<file path="config.mk">
export PLATFORM = sky130hd
export DESIGN_NAME = r512x16_rd_streamer
export DESIGN_NICKNAME = d
export VERILOG_FILES = /design/src/rtl/r512x16_pkg.sv /design/src/rtl/rd_skid_fifo.sv /design/src/rtl/r512x16_rd_streamer.sv
export SDC_FILE = /design/constraint.sdc
export NUM_CORES = 1
export LEC_CHECK = 0
export BUFFER_PORTS_ARGS = -buffer_cell sky130_fd_sc_hd__buf_2
export CORE_MARGIN = 4
export CORE_UTILIZATION = 50
export DETAILED_ROUTE_END_ITERATION = 12
export MAX_ROUTING_LAYER = met4
export PLACE_DENSITY = 0.73
export SYNTH_ARGS = -nofsm -noshare
export SYNTH_HDL_FRONTEND = slang
export SYNTH_HIERARCHICAL = 1
export SYNTH_SLANG_ARGS = --single-unit
</file>
<file path="constraint.sdc">
create_clock -name Clk -period 3.2 [get_ports Clk]
set_clock_uncertainty 0.2 [all_clocks]
set_input_delay 0.32 -clock Clk [delete_from_list [all_inputs] [get_ports Clk]]
set_output_delay 0.32 -clock Clk [all_outputs]
set_load 0.02 [all_outputs]
</file>
<file path="src/rtl/r512x16_pkg.sv">
// r512x16_pkg: shared widths, FSM states and credit helper for the 512x16 read streamer
package r512x16_pkg;
    localparam int DEPTH  = 512;
    localparam int ADDR_W = $clog2(DEPTH);
    localparam int DATA_W = 16;
    localparam int LEN_W  = 10;
    localparam int FIFO_D = 3;
    localparam int CNT_W  = $clog2(FIFO_D + 1);
    typedef enum logic [1:0] {IDLE, ISSUE, DRAIN} state_t;
    function automatic logic has_credit(input logic [CNT_W-1:0] cnt, input logic inflight);
        return (int'(cnt) + int'(inflight)) < FIFO_D;
    endfunction
endpackage

</file>
<file path="src/rtl/rd_skid_fifo.sv">
// rd_skid_fifo: small shift-register FIFO of {last, data}; entry 0 is the registered head
module rd_skid_fifo
    import r512x16_pkg::*;
#(
    parameter int W  = DATA_W + 1,
    parameter int D  = FIFO_D,
    parameter int CW = CNT_W
) (
    input  logic         Clk,
    input  logic         Rst_n,
    input  logic         i_push,
    input  logic [W-1:0] i_din,
    input  logic         i_pop,
    output logic [W-1:0] o_head,
    output logic [CW-1:0] o_count
);
    logic [W-1:0]  r_mem [D];
    logic [CW-1:0] r_cnt;
    logic [CW-1:0] w_wr_idx;

    assign w_wr_idx = r_cnt - CW'(i_pop);
    assign o_head   = r_mem[0];
    assign o_count  = r_cnt;

    // shift toward the head on pop; a push lands just behind the surviving entries
    always_ff @(posedge Clk or negedge Rst_n) begin
        if (!Rst_n) begin
            r_cnt <= '0;
            for (int i = 0; i < D; i++) r_mem[i] <= '0;
        end else begin
            for (int i = 0; i < D - 1; i++) if (i_pop) r_mem[i] <= r_mem[i+1];
            if (i_push) r_mem[w_wr_idx] <= i_din;
            r_cnt <= r_cnt + CW'(i_push) - CW'(i_pop);
        end
    end
endmodule

</file>
<file path="src/rtl/r512x16_rd_streamer.sv">
// r512x16_rd_streamer: burst read sequencer for the 512x16 RAM with a credit-controlled skid FIFO
module r512x16_rd_streamer
    import r512x16_pkg::*;
(
    input  logic              Clk,
    input  logic              Rst_n,
    input  logic              Cmd_Valid,
    output logic              Cmd_Ready,
    input  logic [ADDR_W-1:0] Cmd_Addr,
    input  logic [LEN_W-1:0]  Cmd_Len,
    output logic [ADDR_W-1:0] RA,
    output logic              RClk_En,
    input  logic [DATA_W-1:0] RD,
    output logic              Out_Valid,
    input  logic              Out_Ready,
    output logic [DATA_W-1:0] Out_Data,
    output logic              Out_Last,
    output logic              Busy,
    output logic              Done
);
    state_t            r_state, w_next;
    logic [ADDR_W-1:0] r_addr;
    logic [LEN_W-1:0]  r_rem;
    logic              r_inflight, r_inflight_last, r_done;
    logic [CNT_W-1:0]  w_count;
    logic [DATA_W:0]   w_head;
    logic              w_accept, w_pop, w_last_pop, w_credit;

    assign w_accept   = Cmd_Valid && Cmd_Ready;
    assign Out_Valid  = w_count != '0;
    assign Out_Last   = w_head[DATA_W];
    assign Out_Data   = w_head[DATA_W-1:0];
    assign w_pop      = Out_Valid && Out_Ready;
    assign w_last_pop = w_pop && Out_Last;
    assign w_credit   = has_credit(w_count, r_inflight);
    assign RA         = r_addr;
    assign Done       = r_done;

    // state register
    always_ff @(posedge Clk or negedge Rst_n) begin
        if (!Rst_n) r_state <= IDLE;
        else        r_state <= w_next;
    end

    // next state and handshake/issue outputs
    always_comb begin
        w_next    = r_state;
        Cmd_Ready = 1'b0;
        Busy      = 1'b1;
        RClk_En   = 1'b0;
        case (r_state)
            IDLE: begin
                Cmd_Ready = 1'b1;
                Busy      = 1'b0;
                w_next    = (Cmd_Valid && Cmd_Len != '0) ? ISSUE : IDLE;
            end
            ISSUE: begin
                RClk_En = w_credit;
                w_next  = (w_credit && r_rem == LEN_W'(1)) ? DRAIN : ISSUE;
            end
            DRAIN:   w_next = w_last_pop ? IDLE : DRAIN;
            default: w_next = IDLE;
        endcase
    end

    // address/remaining counters, read-latency tracking and the completion pulse
    always_ff @(posedge Clk or negedge Rst_n) begin
        if (!Rst_n) begin
            r_addr          <= '0;
            r_rem           <= '0;
            r_inflight      <= 1'b0;
            r_inflight_last <= 1'b0;
            r_done          <= 1'b0;
        end else begin
            if (w_accept) begin
                r_addr <= Cmd_Addr;
                r_rem  <= Cmd_Len;
            end else if (RClk_En) begin
                r_addr <= r_addr + ADDR_W'(1);
                r_rem  <= r_rem - LEN_W'(1);
            end
            r_inflight      <= RClk_En;
            r_inflight_last <= RClk_En && r_rem == LEN_W'(1);
            r_done          <= (w_accept && Cmd_Len == '0) || (r_state == DRAIN && w_last_pop);
        end
    end

    rd_skid_fifo u_fifo (
        .Clk     (Clk),
        .Rst_n   (Rst_n),
        .i_push  (r_inflight),
        .i_din   ({r_inflight_last, RD}),
        .i_pop   (w_pop),
        .o_head  (w_head),
        .o_count (w_count)
    );
endmodule
</file>
==> impl_metrics.env, run 1 <==
export IMPL_status="complete, no violations"
export IMPL_clk_pin_slew_ps=80
export IMPL_firstDrtPassIters=4
export IMPL_viasPerCell=5.452
export IMPL_post_route_period_util=0.9325
export IMPL_final_net_count=441
export IMPL_portBuffers=69
export IMPL_post_cts_resized=0
export IMPL_arrival_ps=2460
export IMPL_synth_top_area_frac=0.4886
export IMPL_required_ps=2680
export IMPL_grt_pass1_vias=2703
export IMPL_worst_setup_path_start_kind="register"
export IMPL_post_cts_buffers=0
export IMPL_cp_max_fo=13
export IMPL_synthFlopType="dfrtp_1"
export IMPL_cts_sinks=77
export IMPL_ys_top_cells_by_area="dfrtp_1 (49%), mux2_2 (12%), mux2i_1 (4.3%)"
export IMPL_die_x_um=96.81
export IMPL_drtIter0Drc=116
export IMPL_syn_area_per_cell_um2=11.81
export IMPL_p_leak_nw=2.101
export IMPL_fillers=668
export IMPL_multi_input_area_um2=1770
export IMPL_grt_ovfl_total=0
export IMPL_insertion_delay_ps=350
export IMPL_relSlewSlack=0.3571
export IMPL_irDropWorstVdd_mv=0.5877
export IMPL_final_setup_viol_count=0
export IMPL_ys_seq_area_frac=0.4886
export IMPL_synth_top_area_cell="dfrtp_1"
export IMPL_grt_pass1_wl_um=13050
export IMPL_drc_errors=0
export IMPL_cts_root_to_sink_buffers=2
export IMPL_async_reset_ff_frac=1.000
export IMPL_die_area_um2=9372
export IMPL_vias=2737
export IMPL_synth_edf_count=0
export IMPL_yosys_cell_types_count=51
export IMPL_grt_util_all_layers=0.1755
export IMPL_grt_max_degree=78
export IMPL_syn_inst=334
export IMPL_hp_class="input pin to register"
export IMPL_cts_hold_buf=9
export IMPL_core_region_area_um2=7687
export IMPL_final_core_util=0.5920
export IMPL_synth_nets=380
export IMPL_fin_tns_setup_ps=0
export IMPL_worstSetupEndpointType="output port"
export IMPL_place_gp_congestion=0.8561
export IMPL_ctsHtreeMaxLevel=3
export IMPL_ff_latch_area_um2=1927
export IMPL_fmaxAchievable_mhz=335.1
export IMPL_wl_per_cell_um=15.11
export IMPL_antenna_found_initial=0
export IMPL_root_buffer="clkbuf_8"
export IMPL_tightest_slew_ps=964.3
export IMPL_drv_slew=0
export IMPL_yosysWarningCount=6
export IMPL_hold_violations=0
export IMPL_fin_crit_ps=2984
export IMPL_cts_made_buffers=9
export IMPL_hpwlAfterDp_um=4982
export IMPL_ios=70
export IMPL_cts_tree="built"
export IMPL_rsz0062_at_grt="no"
export IMPL_ys_seq_elements=77
export IMPL_totalWireLength_um=7587
export IMPL_area_growth_pct=15.39
export IMPL_max_cap_viol_count=0
export IMPL_netlist_area_um2=3944
export IMPL_power_density_nw_per_um2=1075
export IMPL_path_class="register to output port"
export IMPL_final_antenna_net_count=0
export IMPL_die_y_um=96.81
export IMPL_num_antenna_cells=0
export IMPL_initial_core_util=0.5130
export IMPL_row_count=32
export IMPL_drive_gt1_frac=0.3800
==> final cells by class <==
class	count	share of cell area
Clock buffer	10	0.02805
Clock inverter	6	0.02447
Inverter	7	0.005774
Multi-Input combinational cell	219	0.3891
Sequential cell	77	0.4234
Tap cell	102	0.02805
Timing Repair Buffer	81	0.1012
==> where the power goes <==
part | total, W | internal [W] | switching [W] | leakage (nW)
Combinational | 0.00232 | 0.00111 | 0.00120 | 1.07
Clock | 0.000873 | 0.000518 | 0.000354 | 0.116
Sequential | 0.00170 | 0.00142 | 0.000284 | 0.915
==> cell families after synthesis <==
| family | Yosys count | share of synthesized area |
|---|---|---|
| AO/OA/AOI/OAI | 60 | 0.1060 |
| XOR/XNOR | 2 | 0.006347 |
| adder cells (fa/ha/maj) | 7 | 0.02221 |
| buffers and inverters | 38 | 0.06282 |
| flip-flops | 77 | 0.4886 |
| multiplexers | 68 | 0.1983 |
| AND/OR/NAND/NOR | 82 | 0.1158 |
==> path summary, 6_finish.rpt <==
| check | from | to | slack (ps) | cells past startpoint |
|---|---|---|---|---|
| max reg2reg | r_inflight | r_rem[2] | 610 | 7 |
| min | Cmd_Len[5] | r_rem[5] | 20 | 3 |
| min in group asynchronous | Rst_n | u_fifo/r_mem[18] | 460 | 2 |
| min reg2reg | register | register | 300 | 1 |
| max in group asynchronous | Rst_n | RA[6] | 1700 | 2 |
| max | r_inflight | RClk_En | 220 | 6 |
==> synthesized netlist by cell type, drive strengths merged (3+ instances only) <==
library cell,number
dfrtp,77
mux2,51
buf,29
nor2,25
a21oi,23
nand2,18
mux2i,17
nand3,11
ha,7
inv,7
o211ai,7
o21ai,7
a221o,6
o311ai,6
nor3b,4
nor4,4
a21o,3
nand4,3
==> layer usage <==
| metal | vias up | wire [um] | GRT usage |
|---|---|---|---|
| met5 | - | 0 | - |
| met4 | 0 | 61 | 0.06371 |
| met3 | 6 | 368 | 0.04831 |
| met2 | 77 | 3657 | 0.2659 |
| met1 | 1333 | 3499 | 0.2268 |
| li1 | 1321 | - | - |
==> worst max-delay path, stage by stage (launching register included) <==
cell,delay (ps)
dfrtp_1,470
ha_1,240
ha_1,300
a21oi_2,380
nand2_2,260
inv_1,260
buf_2,210
==> cells in the final DEF, fill, tap and decap left out, types with 7 or more instances in the layout <==
| master | instances |
|---|---|
| dlygate4sd3_1 | 9 |
| o211ai_1 | 7 |
| nand3_1 | 9 |
| mux2_2 | 41 |
| mux2i_1 | 17 |
| ha_1 | 7 |
| dfrtp_1 | 77 |
| inv_1 | 7 |
| nand2_1 | 17 |
| clkbuf_8 | 9 |
| buf_2 | 68 |
| mux2_4 | 10 |
| a21oi_1 | 21 |
| nor2_1 | 25 |
==> per-stage QoR <==
| stage | worst slack, ps | hold WS, ps | cell area [um2] | power (W) | std cells |
|---|---|---|---|---|---|
| 6_report | 215.9 | 20.83 | 4551 | 0.004892 | 502 |
| 5_1_grt | 83.41 | 6.923 | 4551 | 0.005244 | 502 |
| 4_1_cts | 207.3 | 1.041 | 4551 | 0.004943 | 502 |
| 3_5_place_dp | 610.8 | 287.6 | 4222 | 0.004036 | 477 |
| 3_3_place_gp | 651.0 | 280.6 | 4222 | 0.003940 | 477 |
| 2_1_floorplan | 892.4 | -175.6 | 3944 | 0.003685 | 334 |
Note: power is estimated with default switching activity, not from simulation.
==> run 2, diff against run 1 <==
--- a/config.mk
+++ b/config.mk
@@ -10,7 +10,8 @@
 export CORE_UTILIZATION = 50
 export DETAILED_ROUTE_END_ITERATION = 12
 export MAX_ROUTING_LAYER = met4
-export PLACE_DENSITY = 0.73
+export PLACE_DENSITY = 0.75
+export RECOVER_POWER = 100
 export SYNTH_ARGS = -nofsm -noshare
 export SYNTH_HDL_FRONTEND = slang
 export SYNTH_HIERARCHICAL = 1
==> constraint.sdc (replaced) <==
create_clock -name Clk -period 2.4 [get_ports Clk]
set_clock_uncertainty 0.2 [all_clocks]
set_input_delay 0.24 -clock Clk [delete_from_list [all_inputs] [get_ports Clk]]
set_output_delay 0.24 -clock Clk [all_outputs]
set_load 0.02 [all_outputs]
==> impl_metrics.env, run 2 (synthesized netlist as in run 1, its figures left out) <==
export IMPL_p_sw_w=0.002511
export IMPL_slowest_stage="dfrtp_2"
export IMPL_cts_tree="built"
export IMPL_grt_pass1_vias=2952
export IMPL_path_delay_family="adder cells"
export IMPL_cts_made_buffers=9
export IMPL_drv_slew=0
export IMPL_irDropWorstVdd_mv=1.199
export IMPL_grt_util_all_layers=0.1847
export IMPL_r2r_end="RA[6]"
export IMPL_drive_gt1_frac=0.2645
export IMPL_ctsHtreeMaxLevel=3
export IMPL_reg2reg_depth=6
export IMPL_tightest_slew_ps=1036
export IMPL_worst_setup_path_start_kind="register"
export IMPL_core_region_area_um2=7687
export IMPL_place_gp_congestion=0.8632
export IMPL_drtIter0Drc=87
export IMPL_area_growth_pct=19.77
export IMPL_clk_pin_slew_ps=80
export IMPL_initial_core_util=0.5130
export IMPL_worstReg2RegStart="r_inflight"
export IMPL_grt_max_degree=78
export IMPL_antenna_found_initial=0
export IMPL_grt_pass1_wl_um=13920
export IMPL_worstSetupEndpoint="RClk_En"
export IMPL_post_route_period_util=0.9592
export IMPL_die_y_um=96.81
export IMPL_max_cap_viol_count=0
export IMPL_row_count=32
export IMPL_viasPerCell=5.336
export IMPL_path_class="register to output port"
export IMPL_final_common_cell="dfrtp_1"
export IMPL_vias=2844
export IMPL_final_setup_viol_count=0
export IMPL_ios=70
export IMPL_fin_tns_setup_ps=0
export IMPL_fillers=673
export IMPL_fin_ws_ps=97.95
export IMPL_r2r_slack_ps=120
export IMPL_crit_path_frequent_cell="ha_1"
export IMPL_power_w=0.006265
export IMPL_fmaxAchievable_mhz=434.4
export IMPL_num_antenna_cells=0
export IMPL_switching_share=0.4008
export IMPL_die_x_um=96.81
export IMPL_met2_length_um=4026
export IMPL_root_buffer="clkbuf_8"
export IMPL_top_layer="met4"
export IMPL_p_leak_nw=2.061
export IMPL_path_cells="ha_1, ha_1, a21oi_2, nand2_2, inv_4, buf_2"
export IMPL_p_int_w=0.003754
export IMPL_cp_max_fo=7
export IMPL_crit_start="r_inflight"
export IMPL_hold_violations=0
export IMPL_final_antenna_net_count=0
export IMPL_relSlewSlack=0.3095
export IMPL_routedLengthMet1_um=3597
export IMPL_final_core_util=0.6144
export IMPL_die_area_um2=9372
export IMPL_seq_power_share=0.364
export IMPL_pre_cts_ws_ps=81.87
export IMPL_hp_class="register to register"
export IMPL_grt_ovfl_total=0
export IMPL_portBuffers=69
export IMPL_wl_met3_um=427
export IMPL_fin_crit_ps=2302
export IMPL_clkPwrFrac=0.157
export IMPL_final_cell_mix="dfrtp_1 (76), mux2_2 (41), dlygate4sd3_1 (37), buf_2 (37), clkbuf_1 (33)"
export IMPL_totalWireLength_um=8119
export IMPL_hpwlAfterDp_um=5314
export IMPL_p_comb_frac=0.479
export IMPL_final_net_count=472
export IMPL_arrival_ps=1860
export IMPL_path_depth=6
export IMPL_status="complete, no violations"
export IMPL_critPathMaxStageDelay_ps=430
export IMPL_insertion_delay_ps=340
export IMPL_cts_root_to_sink_buffers=2
export IMPL_hold_slack_ps=305.9
export IMPL_worstSetupEndpointType="output port"
export IMPL_drc_errors=0
export IMPL_firstDrtPassIters=4
export IMPL_required_ps=1960
export IMPL_power_density_nw_per_um2=1326
export IMPL_critPathBufInv=2
export IMPL_wl_per_cell_um=15.23
export IMPL_cts_sinks=77
[run 2: cell types whose count changed in the layout (fill, tap and decap cells not counted), sizes merged]
cell,delta
inv,+1
bufinv,-2
buf,-31
clkbuf,+34
dlygate4sd3,+28
clkinvlp,+1
[run 2: worst reg2reg max path, cell delays in order (launching register included)]
cell and delay [ps]:
dfrtp_2 430, ha_1 200, ha_1 300, a21o_1 180, o21ai_1 390, o21ai_0 170
a221o_1 310
[run 2: layout make-up]
cell class,instances,area (um2),share of cell area
inverter,7,28.78,0.006093
tap,102,127.6,0.02702
clock buffer,10,127.6,0.02702
sequential,77,1928,0.4082
clock inverter,6,71.32,0.01510
timing repair buffer,112,718.2,0.1521
multi-input combinational,219,1722,0.3645
[run 2: repair_timing]
action | 4_1_cts | 5_1_grt
hold buffers | 37 | 0
buffers inserted | 0 | 1
resized for setup | 2 | 1
setup endpoints to repair | 1 | 2
cloned | 0 | 0
hold endpoints to repair | 145 | 0
[run 2: metrics by stage]
step	area, um2	std cells
after floorplan	3944	334
after global placement	4237	479
after detailed placement	4237	479
after CTS	4807	532
after global routing	4723	533
final	4723	533
[run 2: power by group through the flow]
stage | clock network (W) | logic [W] | registers (W)
finish | 0.000986 | 0.00300 | 0.00228
CTS | 0.00102 | 0.00323 | 0.00228
global placement | 0 | 0.00306 | 0.00227
detailed placement | 0 | 0.00316 | 0.00231
global route | 0.00107 | 0.00331 | 0.00236
floorplan | 0 | 0.00268 | 0.00224
[run 2: per-layer routing]
| metal | GRT usage | vias up |
|---|---|---|
| met5 | - | - |
| met4 | 0.04644 | 0 |
| met3 | 0.04758 | 9 |
| met1 | 0.2325 | 1370 |
| li1 | - | 1381 |
| met2 | 0.2994 | 84 |
[run 2: how the worst min path moves through the flow]
stage             start          endpoint  slack (ps)  cells past startpoint
3_3_place_gp      Rst_n  u_fifo/o_head[2]         250                      1
2_1_floorplan     Rst_n              Done        -260                      0
5_1_grt        register          register         320                      1
4_1_cts        register          register         310                      1
3_5_place_dp      Rst_n  u_fifo/r_mem[19]         260                      1
6_report       register          register         310                      1
==> run 3, diff against run 2 <==
--- a/config.mk
+++ b/config.mk
@@ -5,12 +5,12 @@
 export SDC_FILE = /design/constraint.sdc
 export NUM_CORES = 1
 export LEC_CHECK = 0
-export BUFFER_PORTS_ARGS = -buffer_cell sky130_fd_sc_hd__buf_2
 export CORE_MARGIN = 4
 export CORE_UTILIZATION = 50
 export DETAILED_ROUTE_END_ITERATION = 12
+export DONT_BUFFER_PORTS = 1
 export MAX_ROUTING_LAYER = met4
-export PLACE_DENSITY = 0.75
+export PLACE_DENSITY = 0.68
 export RECOVER_POWER = 100
 export SYNTH_ARGS = -nofsm -noshare
 export SYNTH_HDL_FRONTEND = slang
==> impl_metrics.env, run 3 (synthesized netlist as in run 1, its figures left out) <==
export IMPL_drv_slew=0
export IMPL_fin_crit_ps=2289
export IMPL_path_cells="ha_1, ha_1, a21oi_2, buf_6, nand2_4, inv_4, buf_6"
export IMPL_seq_power_share=0.374
export IMPL_arrival_ps=1850
export IMPL_stdcell_count=472
export IMPL_final_net_count=411
export IMPL_die_y_um=96.81
export IMPL_p_comb_frac=0.449
export IMPL_core_region_area_um2=7687
export IMPL_grt_ovfl_total=0
export IMPL_p_leak_nw=1.993
export IMPL_critPathMaxStageDelay_ps=390
export IMPL_num_antenna_cells=0
export IMPL_relSlewSlack=0.3115
export IMPL_antenna_found_initial=0
export IMPL_path_delay_family="adder cells"
export IMPL_grt_pass1_wl_um=13850
export IMPL_drive_gt1_frac=0.2514
export IMPL_status="complete, no violations"
export IMPL_initial_core_util=0.5130
export IMPL_worst_setup_path_start_kind="register"
export IMPL_cts_sinks=77
export IMPL_crit_start="r_inflight"
export IMPL_final_common_cell="dfrtp_1"
export IMPL_cts_made_buffers=9
export IMPL_final_setup_viol_count=0
export IMPL_post_route_period_util=0.9537
export IMPL_area_growth_pct=16.50
export IMPL_critPathBufInv=3
export IMPL_hold_violations=0
export IMPL_cp_max_fo=6
export IMPL_hold_slack_ps=21.80
export IMPL_totalWireLength_um=7976
export IMPL_switching_share=0.3768
export IMPL_clk_pin_slew_ps=80
export IMPL_vias=2709
export IMPL_final_cell_mix="dfrtp_1 (77), mux2_2 (41), dlygate4sd3_1 (37)"
export IMPL_cts_tree="built"
export IMPL_tightest_slew_ps=1033
export IMPL_wl_per_cell_um=16.90
export IMPL_fmaxAchievable_mhz=436.9
export IMPL_required_ps=1960
export IMPL_fillers=659
export IMPL_grt_max_degree=78
export IMPL_viasPerCell=5.739
export IMPL_die_x_um=96.81
export IMPL_slowest_stage="dfrtp_1"
export IMPL_power_density_nw_per_um2=1472
export IMPL_ios=70
export IMPL_drc_errors=0
export IMPL_insertion_delay_ps=350
export IMPL_clkPwrFrac=0.177
export IMPL_portBuffers=0
export IMPL_hpwlAfterDp_um=5110
export IMPL_cts_root_to_sink_buffers=2
export IMPL_worstReg2RegStart="u_fifo/o_count[0]"
export IMPL_ctsHtreeMaxLevel=3
export IMPL_p_sw_w=0.002548
export IMPL_die_area_um2=9372
export IMPL_dp_cells=413
export IMPL_worstSetupEndpointType="output port"
export IMPL_irDropWorstVdd_mv=0.8909
export IMPL_final_antenna_net_count=0
export IMPL_grt_pass1_vias=2868
export IMPL_row_count=32
export IMPL_firstDrtPassIters=4
export IMPL_hp_class="input pin to register"
export IMPL_path_class="register to output port"
export IMPL_p_int_w=0.004215
export IMPL_place_gp_congestion=0.8268
export IMPL_drtIter0Drc=87
export IMPL_max_cap_viol_count=0
export IMPL_min_from="Cmd_Len[9]"
export IMPL_root_buffer="clkbuf_8"
export IMPL_grt_util_all_layers=0.1824
export IMPL_r2r_slack_ps=150
run 3: per-stage QoR:
stage	area [um2]	util	total power (W)	setup WS, ps	setup TNS [ps]
2_1_floorplan	3944	-	0.004914	92.37	0
5_1_grt	4594	0.5977	0.007260	-1.411	-1.411
3_3_place_gp	3911	0.5088	0.005152	238.3	0
4_1_cts	4563	0.5936	0.006605	36.74	0
3_5_place_dp	3911	0.5088	0.005268	157.6	0
6_report	4594	0.5977	0.006763	111.1	0
run 3: worst paths after layout:
path | endpoint | cells past startpoint
setup / recovery | RClk_En | 7
hold / removal | Done | 4
setup reg to reg | register | 5
hold reg to reg | register | 1
max in group asynchronous | r_rem[1] | 2
min in group asynchronous | u_fifo/r_mem[18] | 2
run 3: layout make-up:
class / count / area, um2 / area share
clock buffer: 9 / 123.9 / 0.02696
tap: 102 / 127.6 / 0.02778
sequential: 77 / 1927 / 0.4194
multi-input combinational: 219 / 1775 / 0.3864
inverter: 7 / 28.78 / 0.006264
clock inverter: 7 / 122.6 / 0.02669
timing repair buffer: 51 / 489.2 / 0.1065
run 3: power by group through the flow:
stage | clock, W | sequential (W) | combinational (W)
2_1_floorplan | 0 | 0.00224 | 0.00268
3_3_place_gp | 0 | 0.00253 | 0.00262
3_5_place_dp | 0 | 0.00256 | 0.00271
4_1_cts | 0.00123 | 0.00253 | 0.00284
5_1_grt | 0.00130 | 0.00260 | 0.00336
6_report | 0.00120 | 0.00253 | 0.00304
run 3: repair_timing:
item,in CTS,in global routing
hold endpoints to repair,146,0
gates cloned,0,0
endpoints found under the setup margin,1,1
hold buffers,38,0
pin swaps,0,1
resized for setup,3,2
setup buffers,0,5
run 3: worst reg2reg max path: cells and delay by family, from the launching register on:
family	cells	cell delay, ps
and+or+nand+nor	1	410
AOI/OAI and AO/OA	1	210
buffers and inverters	1	140
muxes	1	430
adders and majority gates	1	340
DFF	1	400
run 3: metal layers:
layer	vias to the layer above	GRT usage	wire (um)
met4	0	0.05076	110
met1	1349	0.2147	3388
met3	11	0.05696	507
met5	-	-	0
li1	1271	-	-
met2	78	0.3025	3969
